<file path="config.mk">
export PLATFORM = sky130hd
export DESIGN_NAME = piso_shift_tx
export DESIGN_NICKNAME = d
export VERILOG_FILES = /design/src/rtl/piso_pkg.sv /design/src/rtl/bit_tick_gen.sv /design/src/rtl/piso_shift_tx.sv
export SDC_FILE = /design/constraint.sdc
export NUM_CORES = 1
export LEC_CHECK = 0
export ABC_AREA = 1
export BUFFER_PORTS_ARGS = -buffer_cell sky130_fd_sc_hd__buf_2
export CELL_PAD_IN_SITES_DETAIL_PLACEMENT = 1
export CELL_PAD_IN_SITES_GLOBAL_PLACEMENT = 2
export CORE_AREA = 2 2 53 55
export CTS_BUF_LIST = sky130_fd_sc_hd__clkbuf_2 sky130_fd_sc_hd__clkbuf_4 sky130_fd_sc_hd__clkbuf_8
export CTS_CLUSTER_SIZE = 12
export DETAILED_ROUTE_END_ITERATION = 8
export DIE_AREA = 0 0 55 57
export PLACE_DENSITY = 0.82
export SLEW_MARGIN = 40
export SYNTH_ARGS = -nofsm -noshare
export SYNTH_HDL_FRONTEND = slang
export SYNTH_SLANG_ARGS = --single-unit
</file>
<file path="constraint.sdc">
create_clock -name clk -period 2.9 [get_ports clk]
set_input_delay 0.29 -clock clk [delete_from_list [all_inputs] [get_ports clk]]
set_output_delay 0.29 -clock clk [all_outputs]
set_load 0.05 [all_outputs]
</file>
<file path="src/rtl/piso_pkg.sv">
// Shared types and sizing helpers for the serial transmitter and its bit-period strobe.
package piso_pkg;

  typedef enum logic {
    IDLE  = 1'b0,
    SHIFT = 1'b1
  } state_t;

  // Bit counter must be able to represent WIDTH itself.
  function automatic int bit_cnt_w(input int width);
    return $clog2(width + 1);
  endfunction

  function automatic int div_cnt_w(input int div);
    return $clog2(div) + 1;
  endfunction

endpackage

</file>
<file path="src/rtl/bit_tick_gen.sv">
// DIV-cycle strobe: tick is high in the last cycle of every DIV-cycle period while enabled.
module bit_tick_gen
  import piso_pkg::*;
#(
  parameter int DIV = 4
) (
  input  logic clk,
  input  logic rst,
  input  logic clr,
  input  logic en,
  output logic tick
);

  localparam int              CW   = div_cnt_w(DIV);
  localparam logic [CW-1:0]   LAST = CW'(DIV - 1);

  logic [CW-1:0] cnt;

  // With DIV=1 the count never leaves zero, so every enabled cycle is a tick.
  assign tick = en && (cnt == LAST);

  always_ff @(posedge clk or posedge rst) begin
    if (rst) begin
      cnt <= '0;
    end else if (clr) begin
      cnt <= '0;
    end else if (en) begin
      cnt <= tick ? '0 : cnt + 1'b1;
    end
  end

endmodule

</file>
<file path="src/rtl/piso_shift_tx.sv">
// Parallel-in serial-out transmitter: accepts a word on valid/ready and shifts it
// out on sdo, one bit per DIV clocks, with a frame strobe and an end-of-word pulse.
module piso_shift_tx
  import piso_pkg::*;
#(
  parameter int WIDTH      = 8,
  parameter int DIV        = 4,
  parameter bit MSB_FIRST  = 1'b1,
  parameter bit IDLE_LEVEL = 1'b1
) (
  input  logic             clk,
  input  logic             rst,
  input  logic [WIDTH-1:0] din,
  input  logic             din_valid,
  output logic             din_ready,
  output logic             sdo,
  output logic             frame,
  output logic             done
);

  localparam int            BW       = bit_cnt_w(WIDTH);
  localparam logic [BW-1:0] LAST_BIT = BW'(WIDTH - 1);

  state_t           state, state_nxt;
  logic [WIDTH-1:0] sreg, sreg_shifted;
  logic [BW-1:0]    bit_cnt;
  logic             accept, tick, last_tick, shifting;

  function automatic logic head(input logic [WIDTH-1:0] v);
    return MSB_FIRST ? v[WIDTH-1] : v[0];
  endfunction

  assign sreg_shifted = MSB_FIRST ? {sreg[WIDTH-2:0], 1'b0} : {1'b0, sreg[WIDTH-1:1]};
  assign shifting     = (state == SHIFT);

  bit_tick_gen #(.DIV(DIV)) u_tick (
    .clk  (clk),
    .rst  (rst),
    .clr  (accept),
    .en   (shifting),
    .tick (tick)
  );

  always_ff @(posedge clk or posedge rst) begin
    if (rst) state <= IDLE;
    else     state <= state_nxt;
  end

  // din_ready and frame depend only on state, never on din_valid.
  always_comb begin
    state_nxt = state;
    din_ready = 1'b0;
    frame     = 1'b0;
    accept    = 1'b0;
    last_tick = 1'b0;
    case (state)
      IDLE: begin
        din_ready = 1'b1;
        if (din_valid) begin
          accept    = 1'b1;
          state_nxt = SHIFT;
        end
      end
      SHIFT: begin
        frame = 1'b1;
        if (tick && (bit_cnt == LAST_BIT)) begin
          last_tick = 1'b1;
          state_nxt = IDLE;
        end
      end
      default: state_nxt = IDLE;
    endcase
  end

  always_ff @(posedge clk or posedge rst) begin
    if (rst) begin
      sreg    <= '0;
      bit_cnt <= '0;
      sdo     <= IDLE_LEVEL;
      done    <= 1'b0;
    end else begin
      done <= last_tick;
      if (accept) begin
        sreg    <= din;
        bit_cnt <= '0;
        sdo     <= head(din);
      end else if (last_tick) begin
        bit_cnt <= '0;
        sdo     <= IDLE_LEVEL;
      end else if (tick) begin
        sreg    <= sreg_shifted;
        bit_cnt <= bit_cnt + 1'b1;
        sdo     <= head(sreg_shifted);
      end
    end
  end

endmodule

</file>
==> run_results.csv <==
group,metric,value,unit
outcome,outcome,"completed",
setup_path,cp_slowest_cell,"dfrtp_1",
setup_path,path_cells,"inv_2, buf_2",
die,die_w,55,microns
layout,nets,140,
layout,fill_cells,346,
synth,synthDistinctLibCells,17,
sta,fmax,0.6564,GHz
clock_network,post_cts_buffers,0,
die,num_io_pins,15,
setup_path,cp_data_required_time,2.61,ns
power,power_density,832.7,nW/um^2
setup_path,r2r_cells,7,
place,gp_congestion,0.7420,
min_path,hp-class,"input port to async pin",
clock_network,clock_latency,0.30,ns
grt,grt_pass1_wl,3367,microns
setup_path,reg2reg_slack,1.59,ns
die,core-area,2615,sq um
sta,whs,0.06792,ns
setup_path,crit_family,"flip-flops",
layout,diodes,0,
setup_path,r2r-start,"bit_cnt[0]$_DFFE_PP0P_",
sta,drv_slew,0,
route,wl,1894,microns
synth,syn_inst,109,
clock_network,cts_tree,"done",
setup_path,cp.arrival,1.23,ns
sta,rsz0062_at_grt,"false",
clock_network,cts_resized,0,
synth,synth_top_area_share,45.78,%
synth,seq_area_frac_synth,48.78,%
setup_path,path_depth,2,
die,dieArea,3135,sq um
layout,layout_common_cells,"nand2_1, nand3_1, dfrtp_1",
sta,tightest_slew,0.6619,ns
clock_network,cts_buffers,3,
synth,synth-seq-cells,17,
setup_path,max_stage_delay,0.47,ns
route,ant_nets,0,
route,vias,736,
setup_path,crit_fanout,9,
clock_network,clock-sinks,17,
synth,syn-num-nets,122,
clock_network,cts_root_buffer,"clkbuf_4",
synth,syn_area,874.6,sq um
grt,overflow,0,
die,start_util,33.44,%
place,dp_hpwl,1440,microns
grt,gr-usage-met1,20.75,%
clock_network,clk_path_buf_depth,2,
clock_network,clk_pin_slew,0.10,ns
route,drc,0,
sta,final_hold_viol_count,0,
die,chipHeight,57,microns
setup_path,r2r_end,"sreg[0]$_DFFE_PP0P_",
power,vdd_drop_max,0.0003887,V
layout,drive_gt1_share,23.02,%
route,first_pass_iters,4,
sta,clock_skew,0.005240,ns
grt,grt_max_degree,18,
flow_run,drv_cap,0,
grt,use_met2,22.45,%
route,wire_per_inst,12.06,microns
sta,post-route-min-period,1.524,ns
synth,syn_avg_cell_area,8.024,sq um
place,port_buffers,14,
route,drt_iter0_drc,12,
sta,slew_headroom,55.83,%
grt,antenna_found_initial,0,
grt,grt_most_used_layer,"met2",
synth,yosys.area.top_type,"dfrtp_1",
setup_path,setup.worst_path.end_class,"primary output",
layout,area_growth,15.02,%
synth,ys.warnings.count,0,
grt,grtUsageMet3,3.141,%
setup_path,critical_path_class,"register to primary output",
setup_path,worst_setup_path_start_kind,"register",
setup_path,cp_num_buf_inv,2,
layout,layout_commonest_cell,"nand2_1",
power,p_leak,0.0005840,uW
clock_network,cts_max_level,1,
die,rows,19,
sta,finalSetupViolations,0,
sta,min_period_over_period,52.54,%
route,via_per_inst,4.688,
clock_network,cts-hold-fix-buffers,0,
synth,synth.area.top_cells,"dfrtp_1, nand2_1, nand3_1",
sta,tns,0,ns
grt,grt_pass1_vias,751,
grt,grtUsageTotal,14.96,%
==> per-stage QoR <==
stage          total power [uW]  std cells  area [sq um]  worst slack (ns)  util [%]
3_3_place_gp              695.4        153         975.9             1.661     37.32
6_report                  837.7        157          1006             1.376     38.47
2_1_floorplan             626.5        109         874.6             1.346         -
4_1_cts                   849.1        157          1006             1.356     38.47
3_5_place_dp              704.8        153         975.9             1.613     37.32
5_1_grt                   919.0        157          1006             1.307     38.47
==> synthesized netlist by cell type <==
library cell   n
inv_1          7
nand2_2        1
ha_1           2
inv_2          3
a22o_2         1
dfstp_2        1
nor2_1         5
o21ai_0        2
dfrtp_1       16
nand4_1        1
buf_4          1
nand2_1       45
xor2_1         1
nor2_4         1
o31ai_1        1
nand3_1       17
nand2_4        4
==> cell families (layout without fill, tap and decap cells) <==
logic type      Yosys count  in the layout  synth area share, %
simple gates             74             74                39.06
flops                    17             17                48.78
buf+inv                  11             28                5.151
compound gates            4              4                3.148
fa+ha+maj                 2              2                2.861
xor+xnor                  1              1                1.002
==> layer usage <==
| metal | wire [microns] | up-vias |
|---|---|---|
| li1 | - | 376 |
| met1 | 935 | 344 |
| met2 | 879 | 12 |
| met3 | 48 | 4 |
| met4 | 31 | 0 |
| met5 | 0 | - |
==> how the worst max path moves through the flow <==
stage | start | end | slack [ns]
2_1_floorplan | shifting$_DFF_PP0_ | bit_cnt[0]$_DFFE_PP0P_ | 1.35
3_3_place_gp | bit_cnt[0]$_DFFE_PP0P_ | sreg[5]$_DFFE_PP0P_ | 1.66
3_5_place_dp | bit_cnt[0]$_DFFE_PP0P_ | sreg[0]$_DFFE_PP0P_ | 1.61
4_1_cts | shifting$_DFF_PP0_ | din_ready | 1.36
5_1_grt | shifting$_DFF_PP0_ | din_ready | 1.31
6_report | shifting$_DFF_PP0_ | din_ready | 1.38
==> final cells by class <==
cell class	count	area (sq um)	share of cell area (%)
tap	31	38.79	3.856
clock buffer	4	30.03	2.985
inverter	10	37.54	3.731
sequential	17	426.7	42.41
timing repair buffer	14	70.07	6.965
multi-input combinational	81	402.9	40.05
==> flip-flops by register name (all words and copies together) (netlist names) <==
name and flops:
u_tick.cnt 3, shifting 1, sdo 1, bit_cnt 4, done 1, sreg 7
==> power by group <==
group          switching, uW  total [uW]  internal (uW)
Combinational            196         313            117
Clock                   77.8         141           62.9
Sequential              63.1         384            320
Total                    337         838            501
(Power assumes the default switching activity.)
